--- config.mk ---
export PLATFORM = sky130hd
export DESIGN_NAME = l1_req_master
export DESIGN_NICKNAME = d
export VERILOG_FILES = /design/src/rtl/l1_req_master_pkg.sv /design/src/rtl/l1_req_master_req.sv /design/src/rtl/l1_req_master.sv
export SDC_FILE = /design/constraint.sdc
export NUM_CORES = 1
export LEC_CHECK = 0
export ABC_AREA = 1
export ABC_CLOCK_PERIOD_IN_PS = 3930
export CAP_MARGIN = 40
export CORE_UTILIZATION = 48
export CTS_CLUSTER_DIAMETER = 30
export DETAILED_ROUTE_END_ITERATION = 10
export PLACE_DENSITY = 0.73
export REMOVE_ABC_BUFFERS = 1
export SETUP_SLACK_MARGIN = 0.4
export SLEW_MARGIN = 15
export SYNTH_ARGS = -nofsm -noshare
export SYNTH_HDL_FRONTEND = slang
export SYNTH_SLANG_ARGS = --single-unit
--- constraint.sdc ---
create_clock -name clk -period 3.93 [get_ports clk]
set_clock_uncertainty 0.1 [all_clocks]
set_input_delay 0.786 -clock clk [delete_from_list [all_inputs] [get_ports clk]]
set_output_delay 0.786 -clock clk [all_outputs]
set_load 0.02 [all_outputs]
--- src/rtl/l1_req_master_pkg.sv ---
`default_nettype none
// ============================================================================
// Module      : l1_req_master_pkg
// Description : Shared definitions for the L1 request master: FSM state
//               encodings, cache response codes and the address/data width
//               defaults used on the L1 request channel.
// Revision    : 1.0 - initial release
// ============================================================================
package l1_req_master_pkg;

    // Width defaults, kept in step with the L1 cache slave
    localparam int c_DEFAULT_ADDR_W = 20;
    localparam int c_DEFAULT_DATA_W = 32;

    // Cache response codes
    localparam logic [1:0] RESP_OKAY   = 2'b00;
    localparam logic [1:0] RESP_SLVERR = 2'b10;

    // Request FSM state encodings
    typedef enum logic [2:0] {
        ST_IDLE   = 3'd0,
        ST_ISSUE  = 3'd1,
        ST_WAIT_W = 3'd2,
        ST_WAIT_R = 3'd3,
        ST_RESP   = 3'd4
    } state_t;

endpackage : l1_req_master_pkg
`default_nettype wire

--- src/rtl/l1_req_master_req.sv ---
`default_nettype none
// ============================================================================
// Module      : req_fifo
// Description : Synchronous FIFO holding queued {we, addr, wdata} commands.
//               Pointers carry one extra wrap bit so full and empty can be
//               told apart without a separate occupancy counter.
// Ports       : clk, rst      - clock, synchronous active-high reset
//               i_push, i_din - write strobe and entry (ignored when full)
//               i_pop         - read strobe (ignored when empty)
//               o_dout        - head entry (valid when !o_empty)
//               o_full        - no free slot
//               o_empty       - no entry present
// Revision    : 1.0 - initial release
// ============================================================================
module req_fifo #(
    parameter int WIDTH = 53,
    parameter int DEPTH = 4
) (
    input  logic             clk,
    input  logic             rst,
    input  logic             i_push,
    input  logic [WIDTH-1:0] i_din,
    input  logic             i_pop,
    output logic [WIDTH-1:0] o_dout,
    output logic             o_full,
    output logic             o_empty
);

    localparam int               c_PTR_W   = $clog2(DEPTH);
    localparam logic [c_PTR_W:0] c_PTR_ONE = {{c_PTR_W{1'b0}}, 1'b1};

    logic [WIDTH-1:0] r_mem [DEPTH];
    logic [c_PTR_W:0] r_wr_ptr;
    logic [c_PTR_W:0] r_rd_ptr;
    logic             w_do_push;
    logic             w_do_pop;

    assign w_do_push = i_push && !o_full;
    assign w_do_pop  = i_pop && !o_empty;

    // Same index with differing wrap bits means the writer lapped the reader
    assign o_full  = (r_wr_ptr[c_PTR_W] != r_rd_ptr[c_PTR_W]) &&
                     (r_wr_ptr[c_PTR_W-1:0] == r_rd_ptr[c_PTR_W-1:0]);
    assign o_empty = (r_wr_ptr == r_rd_ptr);
    assign o_dout  = r_mem[r_rd_ptr[c_PTR_W-1:0]];

    always_ff @(posedge clk) begin
        if (rst) begin
            r_wr_ptr <= '0;
            r_rd_ptr <= '0;
        end else begin
            if (w_do_push) begin
                r_wr_ptr <= r_wr_ptr + c_PTR_ONE;
            end
            if (w_do_pop) begin
                r_rd_ptr <= r_rd_ptr + c_PTR_ONE;
            end
        end
    end

    // Storage needs no reset; only the pointers define validity
    always_ff @(posedge clk) begin
        if (w_do_push) begin
            r_mem[r_wr_ptr[c_PTR_W-1:0]] <= i_din;
        end
    end

endmodule : req_fifo
`default_nettype wire

--- src/rtl/l1_req_master.sv ---
`default_nettype none
// ============================================================================
// Module      : l1_req_master
// Description : Core-side initiator for the L1 data cache request channel.
//               Queues load/store commands, issues them one at a time, waits
//               for the write hit/response or read data (with a read
//               timeout), returns one completion per command and keeps
//               saturating hit/miss statistics.
// Ports       : clk, rst                    - clock, sync active-high reset
//               cmd_*                        - command queue (valid/ready)
//               rsp_*                        - completion port (valid/ready)
//               data_addr, wdata, awvalid,
//               wvalid, arvalid              - request channel to the cache
//               rvalid, rdata, w_hit, r_hit,
//               w_resp, r_resp               - cache results
//               hit_cnt, miss_cnt            - saturating statistics
// Revision    : 1.0 - initial release
// ============================================================================
module l1_req_master
    import l1_req_master_pkg::*;
#(
    parameter int ADDR_W     = c_DEFAULT_ADDR_W,
    parameter int DATA_W     = c_DEFAULT_DATA_W,
    parameter int FIFO_DEPTH = 4,
    parameter int WR_LAT     = 1,
    parameter int RD_TIMEOUT = 64
) (
    input  logic              clk,
    input  logic              rst,
    input  logic              cmd_valid,
    output logic              cmd_ready,
    input  logic              cmd_we,
    input  logic [ADDR_W-1:0] cmd_addr,
    input  logic [DATA_W-1:0] cmd_wdata,
    output logic              rsp_valid,
    input  logic              rsp_ready,
    output logic              rsp_we,
    output logic [DATA_W-1:0] rsp_rdata,
    output logic              rsp_hit,
    output logic [1:0]        rsp_resp,
    output logic              rsp_timeout,
    output logic [ADDR_W-1:0] data_addr,
    output logic [DATA_W-1:0] wdata,
    output logic              awvalid,
    output logic              wvalid,
    output logic              arvalid,
    input  logic              rvalid,
    input  logic [DATA_W-1:0] rdata,
    input  logic              w_hit,
    input  logic              r_hit,
    input  logic [1:0]        w_resp,
    input  logic [1:0]        r_resp,
    output logic [15:0]       hit_cnt,
    output logic [15:0]       miss_cnt
);

    localparam int                 c_ENTRY_W  = 1 + ADDR_W + DATA_W;
    localparam int                 c_LAT_W    = 3;
    localparam int                 c_TMR_W    = $clog2(RD_TIMEOUT) + 1;
    localparam logic [c_LAT_W-1:0] c_WR_LAT   = c_LAT_W'(WR_LAT);
    localparam logic [c_LAT_W-1:0] c_LAT_ONE  = c_LAT_W'(1);
    localparam logic [c_TMR_W-1:0] c_TMR_ONE  = c_TMR_W'(1);
    localparam logic [c_TMR_W-1:0] c_TMR_LAST = c_TMR_W'(RD_TIMEOUT - 1);
    localparam logic [15:0]        c_CNT_MAX  = 16'hFFFF;

    logic [c_ENTRY_W-1:0] w_head;
    logic                 w_head_we;
    logic [ADDR_W-1:0]    w_head_addr;
    logic [DATA_W-1:0]    w_head_wdata;
    logic                 w_fifo_full;
    logic                 w_fifo_empty;
    logic                 w_pop;
    logic                 w_wr_done;
    logic                 w_rd_done;
    logic                 w_stat_hit;
    logic                 w_stat_miss;

    state_t               r_state;
    logic                 r_we;
    logic [c_LAT_W-1:0]   r_lat_cnt;
    logic [c_TMR_W-1:0]   r_timer;
    logic [15:0]          r_hit_cnt;
    logic [15:0]          r_miss_cnt;

    req_fifo #(
        .WIDTH (c_ENTRY_W),
        .DEPTH (FIFO_DEPTH)
    ) u_req_fifo (
        .clk     (clk),
        .rst     (rst),
        .i_push  (cmd_valid),
        .i_din   ({cmd_we, cmd_addr, cmd_wdata}),
        .i_pop   (w_pop),
        .o_dout  (w_head),
        .o_full  (w_fifo_full),
        .o_empty (w_fifo_empty)
    );

    assign cmd_ready    = !w_fifo_full;
    assign w_head_we    = w_head[c_ENTRY_W-1];
    assign w_head_addr  = w_head[ADDR_W+DATA_W-1 -: ADDR_W];
    assign w_head_wdata = w_head[DATA_W-1:0];
    assign w_pop        = (r_state == ST_IDLE) && !w_fifo_empty && !rsp_valid;

    // Completion events that feed the statistics; timeouts are excluded
    assign w_wr_done   = (r_state == ST_WAIT_W) && (r_lat_cnt == c_LAT_ONE);
    assign w_rd_done   = (r_state == ST_WAIT_R) && rvalid;
    assign w_stat_hit  = (w_wr_done && w_hit) || (w_rd_done && r_hit);
    assign w_stat_miss = (w_wr_done && !w_hit) || (w_rd_done && !r_hit);

    assign hit_cnt  = r_hit_cnt;
    assign miss_cnt = r_miss_cnt;

    always_ff @(posedge clk) begin
        if (rst) begin
            r_state     <= ST_IDLE;
            r_we        <= 1'b0;
            r_lat_cnt   <= '0;
            r_timer     <= '0;
            data_addr   <= '0;
            wdata       <= '0;
            awvalid     <= 1'b0;
            wvalid      <= 1'b0;
            arvalid     <= 1'b0;
            rsp_valid   <= 1'b0;
            rsp_we      <= 1'b0;
            rsp_rdata   <= '0;
            rsp_hit     <= 1'b0;
            rsp_resp    <= RESP_OKAY;
            rsp_timeout <= 1'b0;
        end else begin
            // Request valids are one-cycle pulses covering ISSUE only
            awvalid <= 1'b0;
            wvalid  <= 1'b0;
            arvalid <= 1'b0;

            case (r_state)
                ST_IDLE: begin
                    if (w_pop) begin
                        r_we      <= w_head_we;
                        data_addr <= w_head_addr;
                        wdata     <= w_head_we ? w_head_wdata : '0;
                        awvalid   <= w_head_we;
                        wvalid    <= w_head_we;
                        arvalid   <= !w_head_we;
                        r_timer   <= '0;
                        r_state   <= ST_ISSUE;
                    end
                end

                ST_ISSUE: begin
                    // The ISSUE cycle counts towards the read timeout
                    r_timer   <= r_timer + c_TMR_ONE;
                    r_lat_cnt <= c_WR_LAT;
                    r_state   <= r_we ? ST_WAIT_W : ST_WAIT_R;
                end

                ST_WAIT_W: begin
                    r_lat_cnt <= r_lat_cnt - c_LAT_ONE;
                    if (w_wr_done) begin
                        rsp_valid   <= 1'b1;
                        rsp_we      <= 1'b1;
                        rsp_rdata   <= '0;
                        rsp_hit     <= w_hit;
                        rsp_resp    <= w_resp;
                        rsp_timeout <= 1'b0;
                        r_state     <= ST_RESP;
                    end
                end

                ST_WAIT_R: begin
                    r_timer <= r_timer + c_TMR_ONE;
                    // Data arriving on the last allowed cycle beats the timeout
                    if (rvalid) begin
                        rsp_valid   <= 1'b1;
                        rsp_we      <= 1'b0;
                        rsp_rdata   <= rdata;
                        rsp_hit     <= r_hit;
                        rsp_resp    <= r_resp;
                        rsp_timeout <= 1'b0;
                        r_state     <= ST_RESP;
                    end else if (r_timer == c_TMR_LAST) begin
                        rsp_valid   <= 1'b1;
                        rsp_we      <= 1'b0;
                        rsp_rdata   <= '0;
                        rsp_hit     <= 1'b0;
                        rsp_resp    <= RESP_SLVERR;
                        rsp_timeout <= 1'b1;
                        r_state     <= ST_RESP;
                    end
                end

                ST_RESP: begin
                    if (rsp_ready) begin
                        rsp_valid <= 1'b0;
                        r_state   <= ST_IDLE;
                    end
                end

                default: begin
                    r_state <= ST_IDLE;
                end
            endcase
        end
    end

    always_ff @(posedge clk) begin
        if (rst) begin
            r_hit_cnt  <= '0;
            r_miss_cnt <= '0;
        end else begin
            if (w_stat_hit && (r_hit_cnt != c_CNT_MAX)) begin
                r_hit_cnt <= r_hit_cnt + 16'd1;
            end
            if (w_stat_miss && (r_miss_cnt != c_CNT_MAX)) begin
                r_miss_cnt <= r_miss_cnt + 16'd1;
            end
        end
    end

endmodule : l1_req_master
`default_nettype wire
Word-level counts from Yosys, hierarchy flattened

Memories as Yosys holds them, arrays and structs flattened. A register that Yosys moved wholly into a read port is not among the register bits.
Cells that the tools add are included.
W data, S select, Z words.

Add/sub/neg operators: 6
Equality and inequality tests: 15
Muxes and demuxes: 37
Bitwise operators: 2
Reduce and logical (&&, ||, !) cells: 33

Operator list:

| cell                    | count |
|---|---|
| $mux W32                | 4 |
| $pmux W32 S2            | 1 |
| $add A16 B1 Y16 const B | 2 |
| $ne A16 B16 Y1 const B  | 2 |
| $mux W3                 | 5 |
| $pmux W3 S5             | 1 |
| $pmux W7 S2             | 1 |
| $logic_and A1 B1 Y1     | 13 |
| $mux W1                 | 13 |
| $mux W2                 | 5 |
| $reduce_and A4 Y1       | 2 |
| $add A7 B1 Y7 const B   | 1 |
| $eq A7 B6 Y1 const B    | 1 |
| $mux W7                 | 1 |
| $add A3 B1 Y3 const B   | 2 |
| $eq A3 B1 Y1 const B    | 2 |
| $eq A3 B2 Y1 const B    | 2 |
| $logic_not A1 Y1        | 6 |
| $pmux W1 S2             | 3 |
| $pmux W3 S2             | 1 |
| $reduce_bool A2 Y1      | 3 |
| $ne A2 B2 Y1 const B    | 2 |
| $pmux W2 S2             | 1 |
| $reduce_and A2 Y1       | 2 |
| 15 further kinds        | 17 |

Flip-flop bits (word level): 144
RAM bits: 212
Bits of input ports: 96
Output and inout port bits: 126
Word-level logic and storage cells: 112
Memories kept: 1

Memories:

| memory           | words | bits a word | read ports | clocked after Yosys merged registers in | write ports | RTL line                | source |
|---|---|---|---|---|---|---|---|
| u_req_fifo.r_mem | 4     | 53          | 1          | 1                                       | 1           | l1_req_master_req.sv:32 | `logic [WIDTH-1:0] r_mem [DEPTH];` |

Logic depth before layout (Yosys ltp)

Gate-level depths: netlist of the first run.

Depth after elaboration: 7
Depth in mapped cells: 11
Gate-level depth less buffers: 11

Hierarchy

Synthesis of the first run repeated with hierarchy kept, for this count alone.

Cells, all modules: 1428
Area, all modules: 14813.0 µm²

By module, submodules not included:

| module        | instances | cells each | area an instance (µm²) | sequential area each (µm²) |
|---|---|---|---|---|
| req_fifo      | 1         | 589        | 8747.1                 | 6526.3 |
| l1_req_master | 1         | 839        | 6065.8                 | 2762.6 |

Worst setup path after synthesis of the first run

Ideal clock, no wire load.

Path kind: register to register
Start point: reg u_req_fifo.r_wr_ptr[1]
End point: mem u_req_fifo.r_mem[0][0] (enable)
Library setup time: 464 ps
Arrival: 3256 ps
Required time: 3366 ps
Setup slack: 110 ps
Cell stages (with the launch flop): 7
Path buffers: 0
Clock period less this slack: 3820 ps
Path through: dfxtp_1 -> inv_1 -> nand2_1 -> nand2_1 -> nand4_1 -> nand2_1 -> nor2_1

Cells in the longest elaborated chain, start to end: 6

RTL lines:

| item                          | RTL line                | source |
|---|---|---|
| start, declared               | l1_req_master_req.sv:33 | `logic [c_PTR_W:0] r_wr_ptr;` |
| start signal, assigned        | l1_req_master_req.sv:53 | `r_wr_ptr <= r_wr_ptr + c_PTR_ONE;` |
| $eq A2 B2 Y1                  | l1_req_master_req.sv:43 | `(r_wr_ptr[c_PTR_W-1:0] == r_rd_ptr[c_PTR_W-1:0]);` |
| $logic_and A1 B1 Y1           | l1_req_master_req.sv:42 | `assign o_full = (r_wr_ptr[c_PTR_W] != r_rd_ptr[c_PTR_W]) &&` |
| $logic_not A1 Y1              | --                      |  |
| net cmd_ready                 | l1_req_master.sv:31     | `output logic cmd_ready,` |
| $logic_and A1 B1 Y1           | l1_req_master_req.sv:38 | `assign w_do_push = i_push && !o_full;` |
| $mux W1                       | l1_req_master_req.sv:63 | `if (w_do_push) begin` |
| $mux W1 (implied by the code) | l1_req_master_req.sv:64 | `r_mem[r_wr_ptr[c_PTR_W-1:0]] <= i_din;` |
| end, declared                 | l1_req_master_req.sv:32 |  |

The timed path passes the listed nets, and every way through them passes these cells.

Worst setup path in the final report of the first run

Start point: reg u_req_fifo.r_wr_ptr[1]
End point: out cmd_ready

Cells in the longest elaborated chain, start to end: 3

RTL lines:

| item                | RTL line                | source |
|---|---|---|
| $eq A2 B2 Y1        | l1_req_master_req.sv:43 |  |
| $logic_and A1 B1 Y1 | l1_req_master_req.sv:42 |  |
| $logic_not A1 Y1    | l1_req_master.sv:99     | `assign cmd_ready = !w_fifo_full;` |
| end, declared       | l1_req_master.sv:31     |  |

No other way between the ends.

==> out/summary.txt, run 1 <==
Result of the run - finished clean
Hold-fix buffers, CTS - 0
Initial Util - 48.8%
Post-DR wirelength/cell - 16.7 um
Worst endpoint required time - 3.04 ns
Antenna-violating nets left - 0
Slowest-stage cell, CP - clkdlybuf4s50_1
Max clock buf depth - 3
Post-synthesis cell area - 14000 um^2
Fin crit period - 2.91 ns
Share of layout cells above drive strength 1 - 10.4%
Crit-path cells - inv_1 -> nand2_1 -> nand2_1 -> nand4_1 -> clkdlybuf4s50_1
Worst hold slack - 0.349 ns
IO Count - 222
CORE AREA - 28700 um^2
Yosys cell types - 37
CP arrival - 2.03 ns
Count of input and output buffers - 221
Hold crit path type - flip-flop to flip-flop
CTS Buf Count - 68
1st-iter DRT viols - 870
DRC viols - 0
Register area share after synthesis - 66.3%
CP peak stage delay - 0.71 ns
Yosys reg bits - 358
CP max FO - 4
# Max-Cap Violations - 0
Clk_lat worst skew - 0.55 ns
Gr usage total - 22.7%
Syn Area/Cell - 10.3 um^2
Die Ht - 173 um
Initial antenna violation count - 1
Slew headroom - 51.1%
Worst slew pin tran - 0.733 ns
F_max - 343 MHz
Post_cts resized - 0
Synth warn - 0
CP endpoint kind - output pin
TritonCTS clock tree - built
Width of the die - 173 um
Fin nets - 1706
Clock sinks - 358
Via count - 10900
Via density - 5.32
Vias in the first global route - 10700
Power density cells - 710 nW/um^2
Critical path buffer and inverter count - 2
Multi-input logic area - 4210 um^2
Count of final setup violators - 0
CP startpoint kind - flip-flop
DP HPWL - 20200 um
Max VDD drop - 594 uV
Setup fix buffers added after clock tree synthesis - 0
Cell Rows - 62
Clock slew at reported path FFs - 0.05 ns
Top delay family on crit path - buffers and inverters
First-pass GRT wire length - 54100 um
TritonRoute pass-1 iters - 7
Die Area - 29900 um^2
Period utilization - 74.1%
Worst Setup Path Type - flip-flop to output pin
Most used cell, CP - nand2_1
Drt total wl - 34000 um
P_leak - 6.78 nW
Global placer's final weighted congestion - 0.866
Largest net degree at the start of global routing - 95
Fin util - 66.4%
Number of fill cells in the layout - 2120
Max Slew Vio Count - 0
H-tree levels - 3
GRT overflow - 0
RSZ-0062 raised after global routing - false
CTS Root Cell - clkbuf_16
Mapped Cells - 1360
Storage cell area - 9290 um^2
Area grow syn2layout - 36.0%
Fin. Hold Viols - 0
## layer usage
layer | track usage (%) | vias to the layer above | share of wire, %
met4 | 8.55 | 0 | 2.2
met1 | 28.1 | 5143 | 40
met5 | 0 | - | 0
met2 | 38.6 | 456 | 49
met3 | 5.23 | 67 | 8.5
li1 | - | 5201 | -
## stage by stage
stage / cells / power [mW] / instance area [um^2] / worst slack (ns) / setup TNS [ns]
after CTS: 2039 / 13.6 / 19000 / 1.02 / 0
after global placement: 1909 / 7.52 / 16500 / 1.19 / 0
final: 2041 / 13.5 / 19000 / 1.02 / 0
after detailed placement: 1913 / 7.63 / 16600 / 1.17 / 0
after floorplan: 1289 / 6.31 / 13700 / -0.795 / -28.57
after global routing: 2040 / 14.1 / 19000 / 0.910 / 0
## flip-flops by register name, summed over array words and instances (netlist names), named ones only
| register | flops |
|---|---|
| r_we | 1 |
| rsp_rdata | 32 |
| hit_cnt | 16 |
| rsp_valid | 1 |
| rsp_timeout | 1 |
| wvalid | 1 |
| rsp_resp | 2 |
| wdata | 32 |
| u_req_fifo.r_mem | 212 |
| u_req_fifo.r_wr_ptr | 3 |
| miss_cnt | 16 |
| u_req_fifo.r_rd_ptr | 3 |
| rsp_hit | 1 |
| r_state | 3 |
| r_lat_cnt | 3 |
| r_timer | 7 |
| rsp_we | 1 |
| arvalid | 1 |
| data_addr | 20 |
## path summary, 6_finish.rpt
path / start / to / slack (ns) / depth (start not counted)
max: u_req_fifo.r_wr_ptr[1] / cmd_ready / 1.02 / 5
min: r_lat_cnt[2] / r_lat_cnt[2] / 0.35 / 1
max reg2reg: flip-flop / wdata[21] / 1.49 / 9
min reg2reg: r_lat_cnt[2] / r_lat_cnt[2] / 0.35 / 1
## layout by cell type (no fill, tap or decap), types with 2 or more instances in the layout
cell type / instances
nand2_2: 4
buf_4: 15
clkinvlp_4: 5
clkinv_1: 7
clkbuf_8: 3
clkinv_4: 5
dfxtp_1: 144
bufinv_16: 10
ha_1: 10
nand4_1: 11
xor2_1: 15
buf_16: 3
clkbuf_16: 69
clkinv_8: 3
nor2_2: 8
inv_1: 46
nand3_1: 66
nand4_4: 2
nand2_1: 285
nor3_1: 8
edfxtp_1: 212
nor2_1: 155
xnor2_1: 7
o22ai_1: 53
inv_6: 4
buf_12: 2
clkinv_2: 16
clkdlybuf4s50_1: 220
inv_2: 4
o21ai_0: 122
clkbuf_1: 6
nor2_4: 5
a21oi_1: 113
nand2_4: 4
## layout make-up
type | instances | share of cell area, %
Clock buffer | 78 | 9.40
Tap cell | 384 | 2.52
Multi-Input combinational cell | 876 | 22.1
Timing Repair Buffer | 241 | 12.9
Sequential cell | 358 | 48.8
Antenna cell | 1 | 0.0131
Inverter | 55 | 1.12
Clock inverter | 48 | 3.17
## report_power, final
part | switching, mW | internal, mW
sequential | 0.226 | 4.41
combinational | 1.90 | 1.07
clock | 1.95 | 3.97
total | 4.08 | 9.45
## cells by family after synthesis
group           Yosys count  share of synthesized area [%]
simple gates            551                           16.5
flops                   358                           66.3
compound gates          293                           11.1
buf+inv                 126                           3.86
xor+xnor                 22                           1.38
fa+ha+maj                10                          0.893
## cells in the mapped netlist
master | number | share of area, %
nand2_1 | 285 | 7.6
edfxtp_1 | 212 | 45
nor2_1 | 160 | 4.3
dfxtp_1 | 146 | 21
o21ai_0 | 122 | 4.4
a21oi_1 | 113 | 4.0
nand3_1 | 66 | 2.4
o22ai_1 | 53 | 2.4
inv_1 | 48 | 1.3
clkbuf_1 | 44 | 1.2
buf_2 | 16 | 0.57
xor2_1 | 15 | 0.94
nand4_1 | 11 | 0.49
ha_1 | 10 | 0.89
nor3_1 | 8 | 0.29
nor2_2 | 7 | 0.31
xnor2_1 | 7 | 0.44
buf_6 | 4 | 0.32
nand2_2 | 4 | 0.18
nand2_4 | 4 | 0.32
buf_1 | 3 | 0.080
buf_4 | 3 | 0.16
inv_2 | 3 | 0.080
clkinv_2 | 2 | 0.071
nand4_4 | 2 | 0.30
a22o_1 | 1 | 0.063
a31o_2 | 1 | 0.063
a31oi_1 | 1 | 0.045
clkbuf_2 | 1 | 0.036
clkinv_1 | 1 | 0.027
inv_4 | 1 | 0.045
nor2_4 | 1 | 0.080
nor2_8 | 1 | 0.14
nor3_2 | 1 | 0.071
o21ai_1 | 1 | 0.036
o22ai_2 | 1 | 0.089
or2_1 | 1 | 0.045
Power figures use the tool's default switching activity.
==> inputs of run 2 (changes only) <==
--- a/config.mk
+++ b/config.mk
@@ -6,12 +6,12 @@
 export NUM_CORES = 1
 export LEC_CHECK = 0
 export ABC_AREA = 1
-export ABC_CLOCK_PERIOD_IN_PS = 3930
+export ABC_CLOCK_PERIOD_IN_PS = 2850
 export CAP_MARGIN = 40
-export CORE_UTILIZATION = 48
+export CORE_UTILIZATION = 54
 export CTS_CLUSTER_DIAMETER = 30
 export DETAILED_ROUTE_END_ITERATION = 10
-export PLACE_DENSITY = 0.73
+export PLACE_DENSITY = 0.78
 export REMOVE_ABC_BUFFERS = 1
 export SETUP_SLACK_MARGIN = 0.4
 export SLEW_MARGIN = 15
==> constraint.sdc (replaced) <==
create_clock -name clk -period 2.85 [get_ports clk]
set_clock_uncertainty 0.1 [all_clocks]
set_input_delay 0.57 -clock clk [delete_from_list [all_inputs] [get_ports clk]]
set_output_delay 0.57 -clock clk [all_outputs]
set_load 0.02 [all_outputs]
==> run 2 against run 1 <==
  * Via count up 0.46%
  * Power up 31%
  * Hold slack worse by 0.039 ns
  * Combinational power up 39%
  * Global-route usage up 2.6 points
  * First-iteration DRC count up 0.34%
  * Core utilization up 7.3 points
  * Clock power up 21%
  * Cell count down 3.3%
  * Design area down 2.1%
==> out/summary.txt, run 2 (same netlist as run 1, synthesis figures left out) <==
Result of the run - finished clean (unchanged)
Clock sinks - 358 (unchanged)
Fin nets - 1701 (was 1706)
CTS Buf Count - 58 (was 68)
Critical R2R Capture - wdata[14] (was wdata[21])
Slowest-stage cell, CP - dfxtp_1 (was clkdlybuf4s50_1)
DRC viols - 0 (unchanged)
Max VDD drop - 724 uV (was 594 uV)
Final Cell Area - 18600 um^2 (was 19000 um^2)
Most used cell, CP - nand2_1 (unchanged)
Initial Util - 55.3% (was 48.8%)
Share of total power in the clock network - 40.4% (was 43.7%)
DP HPWL - 20200 um (about the same)
Setup fix buffers added after clock tree synthesis - 0 (unchanged)
Overall Power - 17.7 mW (was 13.5 mW)
IO Count - 222 (unchanged)
Hold Startpoint - rst (was r_lat_cnt[2])
Max clock buf depth - 3 (unchanged)
Die Area - 26600 um^2 (was 29900 um^2)
Initial antenna violation count - 0 (was 1)
CP peak stage delay - 0.38 ns (was 0.71 ns)
Fin crit period - 2.38 ns
Flip-flop count of the largest register after layout - 212 (unchanged)
Count of input and output buffers - 221 (unchanged)
H-tree levels - 2 (was 3)
Die Ht - 163 um (was 173 um)
Fin. Hold Viols - 0 (unchanged)
NetSw - 5.44 mW (was 4.08 mW)
Via density - 5.53 (was 5.32)
Place WS - 0.503 ns (was 1.17 ns)
TritonCTS clock tree - built (unchanged)
Max Slew Vio Count - 0 (unchanged)
CP startpoint kind - flip-flop (unchanged)
Sequential Power Share - 36.2% (was 34.3%)
Commonest non-fill, non-tap cell in the layout - nand2_1 (unchanged)
CORE AREA - 25300 um^2 (was 28700 um^2)
Final WS setup - 0.474 ns (was 1.02 ns)
CP max FO - 4 (unchanged)
1st-iter DRT viols - 873 (was 870)
Period utilization - 83.4%
GRT overflow - 0 (unchanged)
CP arrival - 1.71 ns (was 2.03 ns)
Hold Path End - r_lat_cnt[1] (was r_lat_cnt[2])
Share of layout cells above drive strength 1 - 9.74% (was 10.4%)
Vias in the first global route - 10600 (was 10700)
Dpl cell area - 16600 um^2 (about the same)
Antenna-violating nets left - 0 (unchanged)
Setup TNS - 0 ns (unchanged)
Hold crit path type - primary input to flip-flop (was flip-flop to flip-flop)
Fin cells - 1974 (was 2041)
Worst Setup Path Type - flip-flop to output pin (unchanged)
# Max-Cap Violations - 0 (unchanged)
Largest net degree at the start of global routing - 82 (was 95)
Count of final setup violators - 0 (unchanged)
F_max - 421 MHz
Crit-path cells - inv_1 -> nand2_1 -> nand2_1 -> nand4_1 -> clkdlybuf4s15_1 (was inv_1 -> nand2_1 -> nand2_1 -> nand4_1 -> clkdlybuf4s50_1)
CP endpoint kind - output pin (unchanged)
WHS Path Cells - 2 (was 1)
TritonRoute pass-1 iters - 5 (was 7)
Combinational Power Share - 23.3% (was 22.0%)
Global placer's final weighted congestion - 0.880 (was 0.866)
Clock slew at reported path FFs - 0.05 ns (about the same)
Number of fill cells in the layout - 1726 (was 2120)
P_leak - 6.62 nW (was 6.78 nW)
Slew headroom - 54.8% (was 51.1%)
Sw Ratio - 30.8% (was 30.1%)
Area grow syn2layout - 33.1% (was 36.0%)
R2R setup slack - 0.66 ns (was 1.49 ns)
Post-DR wirelength/cell - 17.3 um (was 16.7 um)
Width of the die - 163 um (was 173 um)
First-pass GRT wire length - 52700 um (was 54100 um)
Drt total wl - 34100 um (was 34000 um)
Via count - 10900 (about the same)
Most frequent cells in the layout - nand2_1 (285), clkdlybuf4s50_1 (219), edfxtp_1 (212), nor2_1 (156), dfxtp_1 (144) (was nand2_1 (285), clkdlybuf4s50_1 (220), edfxtp_1 (212), nor2_1 (155), dfxtp_1 (144))
Worst slew pin tran - 0.678 ns (was 0.733 ns)
Gr usage total - 25.3% (was 22.7%)
Worst endpoint required time - 2.18 ns (was 3.04 ns)
Critical Path Source - u_req_fifo.r_wr_ptr[1] (unchanged)
Clk_lat worst skew - 0.56 ns (was 0.55 ns)
CTS Root Cell - clkbuf_16 (unchanged)
Placed Instances - 1864 (was 1913)
Reg2Reg Depth - 8 (was 9)
Internal power - 12.2 mW (was 9.45 mW)
Power density cells - 947 nW/um^2 (was 710 nW/um^2)
Cell Rows - 58 (was 62)
RSZ-0062 raised after global routing - true (was false)
-- run 2: area by class of cell --
cell class / instances / area (um^2) / area share, %
Clock inverter: 46 / 566 / 3.03
Inverter: 55 / 211 / 1.13
Tap cell: 330 / 413 / 2.21
Multi-Input combinational cell: 876 / 4210 / 22.6
Antenna cell: 1 / 2.50 / 0.0134
Sequential cell: 358 / 9290 / 49.8
Clock buffer: 62 / 1470 / 7.86
Timing Repair Buffer: 246 / 2480 / 13.3
-- run 2: how the worst max path moves through the flow --
stage | endpoint | slack, ns
CTS | cmd_ready | 0.45
global route | cmd_ready | 0.39
detailed placement | u_req_fifo.r_mem[1][48] | 0.50
global placement | u_req_fifo.r_mem[1][43] | 0.49
finish | cmd_ready | 0.47
floorplan | wdata[0] | -1.88
-- run 2: power by group through the flow --
stage | Clock (mW) | Combinational [mW] | Sequential, mW
2_1_floorplan | 0 | 1.74 | 6.96
5_1_grt | 7.48 | 4.47 | 6.45
3_5_place_dp | 0 | 4.04 | 6.48
6_report | 7.15 | 4.12 | 6.40
4_1_cts | 7.22 | 4.11 | 6.39
3_3_place_gp | 0 | 3.95 | 6.46
-- run 2: worst max-delay path, delay by kind of cell, from the launching register on --
kind	cells	cell delay [ns]
buf+inv	2	0.49
flops	1	0.38
simple gates	3	0.28
-- run 2: per-stage QoR --
stage | hold slack, ns | utilization (%)
6_report | 0.310 | 73.6
3_3_place_gp | 0.323 | 65.5
2_1_floorplan | 0.312 | -
3_5_place_dp | 0.333 | 65.5
5_1_grt | 0.318 | 73.6
4_1_cts | 0.303 | 73.5
-- run 2: layer usage --
metal | global-route usage [%] | vias up | routed length, um | part of all wire, %
li1 | - | 5193 | - | -
met1 | 31.3 | 5205 | 13800 | 40
met5 | 0 | - | 0 | 0
met3 | 5.28 | 64 | 2590 | 7.6
met2 | 43.7 | 455 | 17000 | 50
met4 | 9.18 | 0 | 703 | 2.1
-- run 2: timing repair --
action	4_1_cts	5_1_grt
hold buffers	0	0
setup endpoints to repair	1	2
gates resized for setup	1	2
==> inputs of run 3 (changes only) <==
--- a/config.mk
+++ b/config.mk
@@ -6,7 +6,7 @@
 export NUM_CORES = 1
 export LEC_CHECK = 0
 export ABC_AREA = 1
-export ABC_CLOCK_PERIOD_IN_PS = 2850
+export ABC_CLOCK_PERIOD_IN_PS = 2450
 export CAP_MARGIN = 40
 export CORE_UTILIZATION = 54
 export CTS_CLUSTER_DIAMETER = 30
==> constraint.sdc (replaced) <==
create_clock -name clk -period 2.45 [get_ports clk]
set_clock_uncertainty 0.1 [all_clocks]
set_input_delay 0.49 -clock clk [delete_from_list [all_inputs] [get_ports clk]]
set_output_delay 0.49 -clock clk [all_outputs]
set_load 0.02 [all_outputs]
==> run 3 against run 2 <==
  * Clock power rose by 12%
  * Critical path depth did not move
  * Largest power group unchanged
  * Highest routed layer unchanged
  * Die area did not move
  * Via count rose by 0.66%
  * Sequential share of layout area rose by 0.28 points
  * Flip-flop and latch count did not move
==> out/summary.txt, run 3 (same netlist as run 1, synthesis figures left out) <==
Result of the run - finished clean (unchanged)
First-pass GRT wire length - 53800 um (was 52700 um)
Diode count - 0 (was 1)
Critical Path Source - u_req_fifo.r_wr_ptr[0] (was u_req_fifo.r_wr_ptr[1])
R2R setup slack - 0.50 ns (was 0.66 ns)
Flip-flop count of the largest register after layout - 212 (unchanged)
Worst endpoint required time - 1.86 ns (was 2.18 ns)
CORE AREA - 25300 um^2 (unchanged)
Worst hold slack - 0.134 ns (was 0.310 ns)
CP arrival - 1.49 ns (was 1.71 ns)
Die Area - 26600 um^2 (unchanged)
Cell Rows - 58 (unchanged)
Width of the die - 163 um (unchanged)
Clock slew at reported path FFs - 0.05 ns (about the same)
Fin nets - 1709 (was 1701)
Largest net degree at the start of global routing - 61 (was 82)
Via count - 11000 (was 10900)
Count of input and output buffers - 221 (unchanged)
Vias in the first global route - 10800 (was 10600)
CTS Buf Count - 57 (was 58)
Slew headroom - 54.9% (was 54.8%)
Drt total wl - 34400 um (was 34100 um)
Clk_lat worst skew - 0.56 ns (about the same)
Max VDD drop - 874 uV (was 724 uV)
Max clock buf depth - 3 (unchanged)
Period utilization - 84.7%
1st-iter DRT viols - 1004 (was 873)
Initial antenna violation count - 0 (unchanged)
GRT overflow - 0 (unchanged)
CP startpoint kind - flip-flop (unchanged)
Via density - 5.54 (was 5.53)
Max Slew Vio Count - 0 (unchanged)
RSZ-0062 raised after global routing - true (unchanged)
Initial Util - 55.3% (unchanged)
CTS Root Cell - clkbuf_16 (unchanged)
Clock sinks - 358 (unchanged)
Reg2Reg Depth - 5 (was 8)
Post-DR wirelength/cell - 17.3 um (about the same)
Critical R2R Capture - data_addr[15] (was wdata[14])
Antenna-violating nets left - 0 (unchanged)
Area grow syn2layout - 32.4% (was 33.1%)
Gr usage total - 25.7% (was 25.3%)
Power density cells - 1080 nW/um^2 (was 947 nW/um^2)
TritonCTS clock tree - built (unchanged)
TritonRoute pass-1 iters - 8 (was 5)
CP max FO - 5 (was 4)
Share of layout cells above drive strength 1 - 11.0% (was 9.74%)
P_leak - 7.23 nW (was 6.62 nW)
CP endpoint kind - output pin (unchanged)
Setup TNS - 0 ns (unchanged)
Fin util - 73.2% (was 73.6%)
Count of final setup violators - 0 (unchanged)
Crit path to - cmd_ready (unchanged)
DRC viols - 0 (unchanged)
Worst Setup Path Type - flip-flop to output pin (unchanged)
Worst slew pin tran - 0.677 ns (was 0.678 ns)
Global placer's final weighted congestion - 0.901 (was 0.880)
# Max-Cap Violations - 0 (unchanged)
Hold-fix buffers, CTS - 0 (unchanged)
F_max - 482 MHz
DP HPWL - 20800 um (was 20200 um)
Overall Power - 20.0 mW (was 17.7 mW)
H-tree levels - 2 (unchanged)
Most frequent cells in the layout - nand2_1 (285), edfxtp_1 (212), nor2_1 (155), dfxtp_1 (141), dlygate4sd2_1 (125) (was nand2_1 (285), clkdlybuf4s50_1 (219), edfxtp_1 (212), nor2_1 (156), dfxtp_1 (144))
Fin crit period - 2.08 ns
IO Count - 222 (unchanged)
Fin. Hold Viols - 0 (unchanged)
Commonest non-fill, non-tap cell in the layout - nand2_1 (unchanged)
Hold crit path type - primary input to flip-flop (unchanged)
Die Ht - 163 um (unchanged)
-- run 3: changes by cell type in the layout (fill, tap and decap cells not counted), moves of 5 or more --
cell             change
dlygate4sd2_1      +125
clkdlybuf4s50_1    -125
bufinv_16            -5
buf_4                +6
inv_1                -5
-- run 3: report_power, final --
group | switching [mW] | internal (mW)
Sequential | 0.403 | 7.07
Combinational | 3.06 | 1.50
Clock | 2.89 | 5.12
-- run 3: worst min path at each step --
| stage | start | to | slack, ns | cells after the start |
|---|---|---|---|---|
| 6_report | rst | wdata[3] | 0.13 | 2 |
| 5_1_grt | rst | wdata[31] | 0.13 | 2 |
| 4_1_cts | rst | wdata[11] | 0.11 | 2 |
| 3_5_place_dp | r_lat_cnt[2] | r_lat_cnt[2] | 0.33 | 1 |
| 3_3_place_gp | r_lat_cnt[2] | r_lat_cnt[2] | 0.32 | 1 |
| 2_1_floorplan | r_lat_cnt[2] | r_lat_cnt[2] | 0.31 | 1 |
-- run 3: layout make-up --
class / instances / area (um^2)
Fill cell: 1764 / 6780
Clock inverter: 39 / 419
Multi-Input combinational cell: 876 / 4240
Inverter: 55 / 221
Sequential cell: 358 / 9300
Tap cell: 330 / 413
Timing Repair Buffer: 255 / 2400
Clock buffer: 69 / 1550
-- run 3: layer usage --
| layer | vias to the layer above | track usage (%) | share of wire (%) |
|---|---|---|---|
| met1 | 5206 | 32.7 | 40 |
| met4 | 0 | 9.81 | 2.3 |
| met3 | 65 | 4.88 | 8.3 |
| met5 | - | 0 | 0 |
| met2 | 512 | 43.4 | 49 |
| li1 | 5206 | - | - |
-- run 3: critical path, stage by stage, from the launching register on --
cell     delay (ns)
dfxtp_2        0.35
inv_4          0.08
nand2_1        0.05
nand2_1        0.09
nand4_1        0.17
buf_6          0.19
-- run 3: through the flow --
stage,instance area [um^2],cells,worst slack (ns)
detailed placement,16700,1872,0.274
global route,18500,1982,0.302
finish,18500,1982,0.374
CTS,18500,1980,0.169
floorplan,13700,1289,-2.28
global placement,16700,1872,0.328
-- run 3: timing repair --
action,CTS,global route
setup endpoints to repair,129,65
gates cloned,0,1
setup buffers,0,1
hold endpoints to repair,0,0
resized for setup,129,22
pin swaps,0,1
